File: src/rtl/mem_stage_if.sv
// Pipeline link signals around the MEM stage: EXE->MEM handshake and MEM->WB handshake.
// slave is the MEM stage itself; master is whoever sits on the other side (EXE/WB or a bench).
interface mem_stage_if;
  logic         es_to_ms_valid;
  logic [158:0] es_to_ms_bus;
  logic         ms_allowin;
  logic         ms_to_ws_valid;
  logic [122:0] ms_to_ws_bus;
  logic         ws_allowin;

  modport master (
    output es_to_ms_valid, es_to_ms_bus, ws_allowin,
    input  ms_allowin, ms_to_ws_valid, ms_to_ws_bus
  );

  modport slave (
    input  es_to_ms_valid, es_to_ms_bus, ws_allowin,
    output ms_allowin, ms_to_ws_valid, ms_to_ws_bus
  );
endinterface

File: src/rtl/mem_stage.sv
// MEM pipeline stage: waits for the data SRAM response of loads/stores, aligns load
// data (incl. LWL/LWR merge), holds the response while WB stalls, and drops
// responses that belong to instructions killed by a WB flush.
module mem_stage (
  input  logic        clk,
  input  logic        resetn,
  mem_stage_if.slave  pipe,
  input  logic        data_sram_data_ok,
  input  logic [31:0] data_sram_rdata,
  input  logic        ws_ex,
  input  logic        ws_eret,
  output logic [38:0] ms_to_ds_bus,
  output logic [31:0] ms_fwd_data,
  output logic        ms_ex_pending
);
  typedef struct packed {
    logic [31:0] rt_value;
    logic        mem_req;
    logic [2:0]  load_op;
    logic [31:0] badvaddr;
    logic [10:0] c0_bus;
    logic        bd;
    logic        ex;
    logic [4:0]  excode;
    logic [3:0]  rf_we;
    logic [4:0]  dest;
    logic [31:0] alu_result;
    logic [31:0] pc;
  } es_bus_t;

  typedef enum logic [1:0] {S_IDLE, S_WAIT, S_HOLD} state_t;

  state_t      state;
  logic        ms_valid;
  es_bus_t     ms_bus;
  logic [1:0]  disc_cnt;
  logic [31:0] hold_data;

  logic flush, own_ok, ms_ready_go, accept, disc_inc, disc_dec, ms_load_pending;

  assign flush       = ws_ex || ws_eret;
  // Responses return in order, so while discards are owed the next data_ok is not ours.
  assign own_ok      = data_sram_data_ok && (disc_cnt == 2'd0);
  assign ms_ready_go = (state != S_WAIT) || own_ok;
  assign pipe.ms_allowin     = !ms_valid || (ms_ready_go && pipe.ws_allowin);
  assign pipe.ms_to_ws_valid = ms_valid && ms_ready_go;
  assign accept      = pipe.es_to_ms_valid && pipe.ms_allowin && !flush;
  // A flushed WAIT leaves its response in flight unless it arrives in the same cycle.
  assign disc_inc    = flush && (state == S_WAIT) && !own_ok;
  assign disc_dec    = data_sram_data_ok && (disc_cnt != 2'd0);

  // Valid bit, wait/hold FSM and discard counter.
  always_ff @(posedge clk or negedge resetn) begin
    if (!resetn) begin
      ms_valid <= 1'b0;
      state    <= S_IDLE;
      disc_cnt <= 2'd0;
    end else begin
      if (disc_inc && !disc_dec)      disc_cnt <= disc_cnt + 2'd1;
      else if (disc_dec && !disc_inc) disc_cnt <= disc_cnt - 2'd1;

      if (flush) begin
        ms_valid <= 1'b0;
        state    <= S_IDLE;
      end else begin
        if (pipe.ms_allowin) ms_valid <= pipe.es_to_ms_valid;
        if (accept) begin
          // bit 126 = mem_req, bit 78 = ex of the incoming bus
          state <= (pipe.es_to_ms_bus[126] && !pipe.es_to_ms_bus[78]) ? S_WAIT : S_IDLE;
        end else begin
          case (state)
            S_WAIT:  if (own_ok) state <= pipe.ws_allowin ? S_IDLE : S_HOLD;
            S_HOLD:  if (pipe.ws_allowin) state <= S_IDLE;
            default: ;
          endcase
        end
      end
    end
  end

  // Instruction bus register and response holding register.
  always_ff @(posedge clk or negedge resetn) begin
    if (!resetn) begin
      ms_bus    <= '0;
      hold_data <= '0;
    end else begin
      if (accept) ms_bus <= pipe.es_to_ms_bus;
      if (!flush && state == S_WAIT && own_ok) hold_data <= data_sram_rdata;
    end
  end

  logic [1:0]  a;
  logic [31:0] w, rt, res;
  logic [7:0]  bsel;
  logic [15:0] hsel;
  logic [3:0]  we;

  assign a    = ms_bus.alu_result[1:0];
  assign w    = (state == S_HOLD) ? hold_data : data_sram_rdata;
  assign rt   = ms_bus.rt_value;
  assign hsel = a[1] ? w[31:16] : w[15:0];

  // Load alignment and LWL/LWR merge; everything else passes alu_result/rf_we through.
  always_comb begin
    bsel = w[7:0];
    case (a)
      2'd1:    bsel = w[15:8];
      2'd2:    bsel = w[23:16];
      2'd3:    bsel = w[31:24];
      default: ;
    endcase
    res = ms_bus.alu_result;
    we  = ms_bus.rf_we;
    if (ms_bus.mem_req && !ms_bus.ex) begin
      case (ms_bus.load_op)
        3'd1: res = {{24{bsel[7]}}, bsel};
        3'd2: res = {24'd0, bsel};
        3'd3: res = {{16{hsel[15]}}, hsel};
        3'd4: res = {16'd0, hsel};
        3'd5: res = w;
        3'd6: begin
          case (a)
            2'd0:    begin res = {w[7:0],  rt[23:0]}; we = 4'b1000; end
            2'd1:    begin res = {w[15:0], rt[15:0]}; we = 4'b1100; end
            2'd2:    begin res = {w[23:0], rt[7:0]};  we = 4'b1110; end
            default: begin res = w;                   we = 4'b1111; end
          endcase
        end
        3'd7: begin
          case (a)
            2'd0:    begin res = w;                    we = 4'b1111; end
            2'd1:    begin res = {rt[31:24], w[31:8]};  we = 4'b0111; end
            2'd2:    begin res = {rt[31:16], w[31:16]}; we = 4'b0011; end
            default: begin res = {rt[31:8],  w[31:24]}; we = 4'b0001; end
          endcase
        end
        default: ;
      endcase
    end
  end

  assign pipe.ms_to_ws_bus = {ms_bus.badvaddr, ms_bus.c0_bus, ms_bus.bd, ms_bus.ex,
                              ms_bus.excode, we, ms_bus.dest, res, ms_bus.pc};

  assign ms_load_pending = ms_valid && (ms_bus.load_op != 3'd0) && (state == S_WAIT);
  // Low 28 bits are unused; forward data travels on ms_fwd_data.
  assign ms_to_ds_bus    = {ms_load_pending, we, ms_bus.dest, ms_valid, 28'd0};
  assign ms_fwd_data     = res;
  assign ms_ex_pending   = ms_valid && (ms_bus.ex || ms_bus.c0_bus[10]);

  // Flushes never outrun responses by three, so the counter must never reach 3.
  assert property (@(posedge clk) disable iff (!resetn) disc_cnt != 2'd3);
endmodule

File: src/flat_wrapper.sv
// flat-port wrapper written by rule: the top's interface ports become plain ports
module mem_stage_flat 
  (clk, resetn, data_sram_data_ok, data_sram_rdata, ws_ex, ws_eret, ms_to_ds_bus, ms_fwd_data, ms_ex_pending, pipe_es_to_ms_valid, pipe_es_to_ms_bus, pipe_ws_allowin, pipe_ms_allowin, pipe_ms_to_ws_valid, pipe_ms_to_ws_bus);
  mem_stage_if pipe_i ();
  input  logic clk;
  input  logic resetn;
  input  logic data_sram_data_ok;
  input  logic [31:0] data_sram_rdata;
  input  logic ws_ex;
  input  logic ws_eret;
  output logic [38:0] ms_to_ds_bus;
  output logic [31:0] ms_fwd_data;
  output logic ms_ex_pending;
  input wire logic [$bits(pipe_i.es_to_ms_valid)-1:0] pipe_es_to_ms_valid;
  input wire logic [$bits(pipe_i.es_to_ms_bus)-1:0] pipe_es_to_ms_bus;
  input wire logic [$bits(pipe_i.ws_allowin)-1:0] pipe_ws_allowin;
  output wire logic [$bits(pipe_i.ms_allowin)-1:0] pipe_ms_allowin;
  output wire logic [$bits(pipe_i.ms_to_ws_valid)-1:0] pipe_ms_to_ws_valid;
  output wire logic [$bits(pipe_i.ms_to_ws_bus)-1:0] pipe_ms_to_ws_bus;
  assign pipe_i.es_to_ms_valid = pipe_es_to_ms_valid;
  assign pipe_i.es_to_ms_bus = pipe_es_to_ms_bus;
  assign pipe_i.ws_allowin = pipe_ws_allowin;
  assign pipe_ms_allowin = pipe_i.ms_allowin;
  assign pipe_ms_to_ws_valid = pipe_i.ms_to_ws_valid;
  assign pipe_ms_to_ws_bus = pipe_i.ms_to_ws_bus;
  mem_stage u_core (.clk(clk), .resetn(resetn), .pipe(pipe_i), .data_sram_data_ok(data_sram_data_ok), .data_sram_rdata(data_sram_rdata), .ws_ex(ws_ex), .ws_eret(ws_eret), .ms_to_ds_bus(ms_to_ds_bus), .ms_fwd_data(ms_fwd_data), .ms_ex_pending(ms_ex_pending));
endmodule
File: config.mk
export PLATFORM = sky130hd
export DESIGN_NAME = mem_stage_flat
export DESIGN_NICKNAME = d
export VERILOG_FILES = /design/src/rtl/mem_stage_if.sv /design/src/rtl/mem_stage.sv /design/src/flat_wrapper.sv
export SDC_FILE = /design/constraint.sdc
export NUM_CORES = 1
export LEC_CHECK = 0
export CORE_MARGIN = 4
export CORE_UTILIZATION = 48
export DETAILED_ROUTE_END_ITERATION = 6
export PLACE_DENSITY = 0.91
export SLEW_MARGIN = 20
export SYNTH_ARGS = -nofsm -noshare
export SYNTH_HDL_FRONTEND = slang
export SYNTH_SLANG_ARGS = --single-unit
File: constraint.sdc
create_clock -name clk -period 7.4 [get_ports clk]
set_input_delay 0.74 -clock clk [delete_from_list [all_inputs] [get_ports clk]]
set_output_delay 0.74 -clock clk [all_outputs]
set_load 0.05 [all_outputs]
After elaboration in Yosys (flattened, before gate mapping) --
Index checks and enable logic that the tools add are counted.
Storage, ports and cells: flip-flop bits (word level) 196, word-level logic and storage cells 91
Operators by class: equal/unequal tests 15, reductions and logical operators 36, muxes and demuxes 22, add/subtract/negate cells 2
Operators by type and width (count):
- $pmux W32 S7 | 1
- $pmux W32 S3 | 2
- $mux W32 | 2
- $pmux W8 S3 | 1
- $logic_and A1 B1 Y1 | 17
- $mux W16 | 1
- $mux W2 | 7
- $eq A3 B3 Y1 const B | 4
- $pmux W4 S3 | 1
- $pmux W3 S3 | 1
- $pmux W4 S2 | 1
- $logic_not A1 Y1 | 7
- $eq A2 B2 Y1 const B | 3
- $eq A3 B2 Y1 const B | 2
- $reduce_bool A2 Y1 | 3
- $eq A2 B1 Y1 const B | 2
- $logic_not A2 Y1 | 2
- $logic_or A1 B1 Y1 | 4
- $mux W4 | 1
- $ne A4 B1 Y1 const B | 1
- $ne A4 B2 Y1 const B | 1
- $pmux W2 S2 | 1
- $reduce_bool A4 Y1 | 1
- $eq A3 B1 Y1 const B | 1
- 6 further kinds | 8

Logic depth before layout (Yosys ltp) --
Gate-level depths: netlist (run 1).
depth after elaboration 9, gate-level depth with buffers 11, depth with buffers taken out 8

Least setup slack after synthesis (run 1) --
Ideal clock, no wire load.
kind register -> output, start point register u_core.state[0], end point output port pipe_ms_to_ws_bus[33], data required time 6660 ps, arrival 2743 ps, path slack 3917 ps, cell stages (with the launch flop) 11, cell sequence dfrtp_1 > inv_1 > ha_1 > buf_6 > buf_4 > mux2i_1 > mux2i_1 > nor2_1 > o311a_1 > a21oi_1 > buf_4
Between the ends: longest elaborated chain between the ends 5
RTL lines:
- start: declaration | RTL line mem_stage.sv:33 | state_t state;
- start signal: assignment | RTL line mem_stage.sv:69 | state <= (pipe.es_to_ms_bus[126] && !pipe.es_to_ms_bus[78]) ? S_WAIT : S_IDLE;
- start signal: assignment | RTL line mem_stage.sv:72 | S_WAIT: if (own_ok) state <= pipe.ws_allowin ? S_IDLE : S_HOLD;
- $eq A2 B2 Y1 * | RTL line mem_stage.sv:99 | assign w = (state == S_HOLD) ? hold_data : data_sram_rdata;
- $mux W32 * | RTL line mem_stage.sv:99
- $pmux W32 S3, or another cell as far along | RTL line mem_stage.sv:130 | case (a)
- $pmux W32 S7 * | RTL line mem_stage.sv:115 | case (ms_bus.load_op)
- $mux W32 * | RTL line mem_stage.sv:114 | if (ms_bus.mem_req && !ms_bus.ex) begin
- end: declaration | RTL line flat_wrapper.sv:19 | output wire logic [$bits(pipe_i.ms_to_ws_bus)-1:0] pipe_ms_to_ws_bus;
Every way passes the cells marked *; elsewhere a longest branch is shown, timed or not.

Final worst setup path (run 1) --
start point register u_core.state[0], end point output port pipe_ms_to_ws_bus[63]
The elaborated chain is that of the path after synthesis.

==> metrics.txt, run 1 <==
H-tree depth=4; area share of the largest cell type after synthesis=42.8%; Root Driver=clkbuf_16; startpoint types=flip-flop; placed cell count=1503; WL/cell=23.5 um; via count=8689; DR vias/cell=5.65; Post-DP Area=14200 sq um; Leak=6.17 nW; Final Cycle Share=67.8%; maximum clock path buffer count=2; Pins Over Slew Limit=0; remaining antenna violation count=0; clock latency on the worst-skew pair=0.44 ns; GRT Overall Usage=26.8%; register area share after synthesis=42.8%; Place WS=2.89 ns; Worst VDD drop=210 uV; Crit-path slowest cell=clkdlybuf4s50_1; power density cells=319 nW/um^2; vias in the first global route=9163; Area contributors post-synth=dfrtp_1 43%, mux2_4 13%, buf_4 10%; crit path cell chain=inv_1 -> ha_2 -> buf_4 -> mux2i_1 -> o22ai_1 -> o21ai_1 -> nand2_1 -> o32a_1 -> clkdlybuf4s50_1; Rows=56; antenna violations before repair=5; Yosys cell types=60; Initial Util=48.9%; placer congestion estimate=0.988; Sink Count=196; Clock Skew=0.0204 ns; # fillers=1820; Mapped Area=11500 sq um; Final Hold Viols=0; worst hold-check path type=primary input to async pin; Critical Path Max Stage Delay=0.73 ns; pin count of the biggest net entering global routing=117; Remaining DRCs=1; Hold-fix buffers, CTS=0; critical path class=flip-flop to output pin; final-report setup violation count=0; Chip Width=163 um; Total Wirelength=36.1 mm; Critical Path Source=u_core.state[0]$_DFFE_PN0P_; Req. time, crit path=6.66 ns; final setup TNS=0 ns; Fmax achieved=0.199 GHz; IO Port Bufs=366; Overflow after GRT=0; failing checks=design-rule violations; ys flop type=dfrtp_1; Worst-Margin Slew=1.07 ns; status=finished, violations left; fraction of layout cells with a size suffix above 1=20.3%; Slew HR=28.5%; Syn-to-layout area delta=29.3%; core area=23500 sq um; final net count=1404; Worst setup EP type=output pin; setup ws final=2.38 ns; Worst-path clk slew=0.08 ns; CP Max Fanout=25; Critical Path AT=4.28 ns; yosys warns=0; CTS buffer count=17; # Max-Cap Violations=0; DP HPWL=27.3 mm; fin crit period=5.02 ns; Synth Instances=997; postcts setup bufs=0; Util after Layout=63.2%; Syn Area/Cell=11.5 sq um; I/O pins=395; Post-synth EDFFs=0; ys async rst share=100%; top cell type by total area after synthesis=dfrtp_1; synthesized flop and latch total=196; Die Span Y=163 um; global-route wire length before repair=54.7 mm; CTS tree=done; drt pass-1 iters=7; DRT iter0 DRCs=911; CTS resizes=0; FF-to-FF Start=u_core.state[1]$_DFFE_PN0P_; non-filler cells in the finished layout=1537; Post-Layout Inst Area=14800 sq um; DIE AREA=26400 sq um; RSZ-0062 raised after global routing=false
-- registers in the layout, summed over array words and instances, names as in the netlist --
name / cells
u_core.ms_to_ds_bus: 5
u_core.state: 2
u_core.disc_cnt: 2
u_core.pipe.ms_to_ws_bus: 82
u_core.ms_bus: 38
u_core.hold_data: 32
u_core.ms_valid: 1
u_core.a: 2
u_core.rt: 32
-- through the flow --
stage	power, mW	hold slack (ns)
3_5_place_dp	3.77	0.484
5_1_grt	4.90	0.469
2_1_floorplan	3.20	0.444
4_1_cts	4.74	0.468
6_report	4.73	0.408
3_3_place_gp	3.74	0.477
-- cells in the mapped netlist, drive strengths merged (2+ instances only) --
master,number
mux2,201
dfrtp,196
buf,188
nor2,71
a21oi,54
nand2,39
mux2i,35
o22ai,30
clkbuf,25
o32a,20
o211ai,14
o21ai,14
o221ai,14
o22a,10
inv,9
a22oi,8
nand2b,8
a211oi,5
nand3,5
a21o,3
and2,3
ha,3
nor2b,3
a21bo,2
a221oi,2
a22o,2
a31oi,2
and3,2
nand3b,2
o31ai,2
xor2,2
-- power by group --
group	total [mW]	leakage [nW]	switching, mW	internal (mW)
registers	1.43	2.39	0.161	1.27
clock network	0.957	0.300	0.486	0.471
logic	2.34	3.48	1.47	0.868
total	4.73	6.17	2.12	2.61
-- final timing paths --
kind | end | slack (ns) | cells past startpoint
setup / recovery | pipe_ms_to_ws_bus[63] | 2.38 | 9
hold / removal | u_core.pipe.ms_to_ws_bus[27]$_DFFE_PN0P_ | 0.41 | 1
setup reg to reg | u_core.ms_bus[124]$_DFFE_PN0P_ | 4.16 | 7
hold reg to reg | u_core.disc_cnt[1]$_DFFE_PN0P_ | 0.49 | 1
max in group asynchronous | u_core.rt[10]$_DFFE_PN0P_ | 5.67 | 2
min in group clk | u_core.disc_cnt[1]$_DFFE_PN0P_ | 0.49 | 1
-- kinds of logic (layout without fill, tap and decap cells) --
kind of cell	count (synthesis)	after routing	share of synthesized area, %
AND/OR/NAND/NOR	142	142	5.39
multiplexers	236	236	26.0
XOR/XNOR	3	3	0.229
AO/OA/AOI/OAI	193	193	11.7
buffers and inverters	223	415	13.5
flip-flops	196	196	42.8
adder cells (fa/ha/maj)	3	3	0.327
other	1	30	0.0327
-- layout by cell type (no fill, tap or decap), types with 2 or more instances in the layout --
master             n
o211ai_1          14
nand2b_1           8
a211oi_1           5
conb_1            28
clkbuf_16         17
o32a_1            20
nand2_1           39
a21o_1             3
inv_1              8
a22oi_1            8
a21bo_1            2
buf_4              5
o22ai_1           30
a21oi_1           54
mux2_2           102
nand3_1            5
o31ai_1            2
nor2_1            71
nand3b_1           2
a22o_1             2
diode_2            2
dfrtp_1          196
inv_6              4
mux2_4            99
and2_1             3
a31oi_1            2
inv_8              2
clkinv_8           6
nor2b_1            3
a221oi_1           2
mux2i_1           35
o21ai_0           13
o221ai_1          14
clkdlybuf4s50_1  365
ha_1               2
xor2_1             2
clkbuf_8           2
o22a_1            10
-- area by class of cell --
class	instances	area, sq um	share of cell area [%]
Multi-Input combinational cell	605	5130	34.6
Sequential cell	196	4900	33.1
Timing Repair Buffer	373	3740	25.2
Clock buffer	18	439	2.96
Tap cell	319	399	2.69
Clock inverter	14	180	1.22
Inverter	10	37.5	0.253
Antenna cell	2	5.00	0.0338
-- critical path: cells and delay by family (launching register included) --
kind                     cells  cell delay [ns]
AO/OA/AOI/OAI                3             0.88
adder cells (fa/ha/maj)      1             0.51
buffers and inverters        3             1.28
flip-flops                   1             0.40
multiplexers                 1             0.30
AND/OR/NAND/NOR              1             0.46
-- per-layer routing --
metal | vias up | wire length [um] | GRT usage [%]
met5 | - | 42 | 0
met4 | 6 | 1150 | 8.46
met3 | 62 | 3230 | 7.01
met2 | 511 | 18000 | 45.7
met1 | 4285 | 13700 | 33.3
li1 | 3825 | - | -
Power figures use the tool's default switching activity.
==> run 2, diff against run 1 <==
--- a/config.mk
+++ b/config.mk
@@ -6,9 +6,9 @@
 export NUM_CORES = 1
 export LEC_CHECK = 0
 export CORE_MARGIN = 4
-export CORE_UTILIZATION = 48
+export CORE_UTILIZATION = 42
 export DETAILED_ROUTE_END_ITERATION = 6
-export PLACE_DENSITY = 0.91
+export PLACE_DENSITY = 0.85
 export SLEW_MARGIN = 20
 export SYNTH_ARGS = -nofsm -noshare
 export SYNTH_HDL_FRONTEND = slang
==> constraint.sdc (replaced) <==
create_clock -name clk -period 4.05 [get_ports clk]
set_input_delay 0.405 -clock clk [delete_from_list [all_inputs] [get_ports clk]]
set_output_delay 0.405 -clock clk [all_outputs]
set_load 0.05 [all_outputs]
==> run 2 against run 1 <==
  * The flow now finishes without violations
  * Setup slack lost 2.2 ns
  * Register-to-register slack lost 2.7 ns
  * Via count shrank 0.41%
  * Combinational power grew 96%
  * Clock skew shrank 0.0089 ns
  * Die area grew 14%
  * Critical endpoint is now ms_fwd_data[2]
==> metrics.txt, run 2 (same netlist as run 1, synthesis figures left out) <==
power density cells=585 nW/um^2; non-filler cells in the finished layout=1580; CTS tree=done; Req. time, crit path=3.64 ns; # fillers=2179; worst hold-check path type=primary input to async pin; I/O pins=395; remaining antenna violation count=0; Final Hold Viols=0; Initial Util=42.7%; final-report setup violation count=0; Worst-Margin Slew=0.990 ns; vias in the first global route=8938; final net count=1426; Pins Over Slew Limit=0; Chip Width=173 um; Root Driver=clkbuf_16; Leak=6.49 nW; critical path class=flip-flop to output pin; Critical Path AT=3.48 ns; fin crit period=3.89 ns; most frequent cells in the layout=308 x clkdlybuf4s50_1, 196 x dfrtp_1, 102 x mux2_2; highest metal used=met5; # Max-Cap Violations=0; postcts setup bufs=0; wire length on met1=14.8 mm; Sink Count=196; Largest register FFs=82; placed cell count=1547; Worst VDD drop=485 uV; Fmax achieved=0.257 GHz; Rows=60; placer congestion estimate=0.965; most common cell after layout, fill and taps aside=clkdlybuf4s50_1; status=complete, no violations; Post-Layout Inst Area=15300 sq um; IO Port Bufs=366; Overflow after GRT=0; Syn-to-layout area delta=33.7%; DRT iter0 DRCs=799; DR vias/cell=5.48; clock latency on the worst-skew pair=0.44 ns; Critical Path Max Stage Delay=0.72 ns; drt pass-1 iters=5; GRT Overall Usage=22.8%; Worst-path clk slew=0.08 ns; WL/cell=22.4 um; Post-DP Area=14700 sq um; Bufs and invs on worst path=3; Final Cycle Share=96.0%; most frequent CP cell=mux2i_1; Remaining DRCs=0; Clock Skew=0.0115 ns; H-tree depth=4; Crit-path slowest cell=clkdlybuf4s50_1; CP Max Fanout=17; RSZ-0062 raised after global routing=false; fraction of layout cells with a size suffix above 1=26.3%; Slew HR=34.0%; startpoint types=flip-flop; CP top delay family=buffers and inverters; CTS buffer count=17; crit path cell chain=inv_1 -> ha_2 -> buf_4 -> mux2i_1 -> mux2i_1 -> a221oi_1 -> o21ai_0 -> o22a_1 -> clkdlybuf4s50_1; final hold slack=0.0460 ns; antenna violations before repair=4; maximum clock path buffer count=2; Total Wirelength=35.3 mm; global-route wire length before repair=54.1 mm; met2 WL=16.7 mm; DP HPWL=27.3 mm; met3 WL=3.01 mm; via count=8653; pin count of the biggest net entering global routing=100; DIE AREA=30000 sq um; final setup TNS=0 ns; Die Span Y=173 um; core area=26900 sq um; Worst setup EP type=output pin
run 2: stage by stage:
step / utilization, % / total power [mW] / setup slack (ns)
after detailed placement: 54.8 / 7.23 / 0.649
after global placement: 54.8 / 7.17 / 0.652
after CTS: 57.0 / 9.01 / 0.147
after floorplan: - / 5.84 / 0.902
after global routing: 57.1 / 9.30 / 0.00732
final: 57.1 / 8.97 / 0.160
run 2: worst register-to-register path: stages, from the launching register on:
cell and delay, ns:
dfrtp_1 0.40, ha_1 0.25, a21bo_1 0.25, a21bo_1 0.17
and3_4 0.65, buf_12 0.40, mux2_2 0.38
run 2: timing repair:
item,CTS,global route
hold buffers,0,0
endpoints found under the setup margin,0,23
gates resized for setup,0,2
run 2: layout make-up:
| type | count | area, sq um | area share [%] |
|---|---|---|---|
| inverters | 10 | 37.5 | 0.245 |
| repair buffers | 395 | 4220 | 27.5 |
| well taps | 341 | 427 | 2.78 |
| clock inverters | 14 | 183 | 1.19 |
| clock buffers | 18 | 429 | 2.80 |
| diodes | 1 | 2.50 | 0.0163 |
| flip-flops and latches | 196 | 4900 | 32.0 |
| multi-input cells | 605 | 5130 | 33.4 |
run 2: per-layer routing:
| metal | GRT usage [%] | vias to the layer above |
|---|---|---|
| met5 | 0 | - |
| met4 | 6.68 | 6 |
| met3 | 6.50 | 57 |
| met2 | 36.9 | 464 |
| met1 | 29.9 | 4268 |
| li1 | - | 3858 |
run 2: path summary, 6_finish.rpt:
kind,from,to,slack [ns],cells past startpoint
max,u_core.state[0]$_DFFE_PN0P_,ms_fwd_data[2],0.16,9
min in group clk,u_core.disc_cnt[1]$_DFFE_PN0P_,u_core.disc_cnt[1]$_DFFE_PN0P_,0.51,1
max in group asynchronous,resetn,u_core.pipe.ms_to_ws_bus[98]$_DFFE_PN0P_,2.96,2
max reg2reg,u_core.state[0]$_DFFE_PN0P_,u_core.rt[5]$_DFFE_PN0P_,1.44,6
min,resetn,u_core.pipe.ms_to_ws_bus[30]$_DFFE_PN0P_,0.05,1
min reg2reg,u_core.disc_cnt[1]$_DFFE_PN0P_,u_core.disc_cnt[1]$_DFFE_PN0P_,0.51,1
run 2: power breakdown:
part	leakage, nW	internal (mW)	switching [mW]
clock	0.294	0.894	0.866
combinational	3.81	1.85	2.74
sequential	2.39	2.32	0.306
total	6.49	5.06	3.91
==> run 3, diff against run 2 <==
--- a/config.mk
+++ b/config.mk
@@ -5,6 +5,7 @@
 export SDC_FILE = /design/constraint.sdc
 export NUM_CORES = 1
 export LEC_CHECK = 0
+export CAP_MARGIN = 20
 export CORE_MARGIN = 4
 export CORE_UTILIZATION = 42
 export DETAILED_ROUTE_END_ITERATION = 6
==> results of run 3 <==
No change in the layout: final DEF, timing and power equal those of run 2.
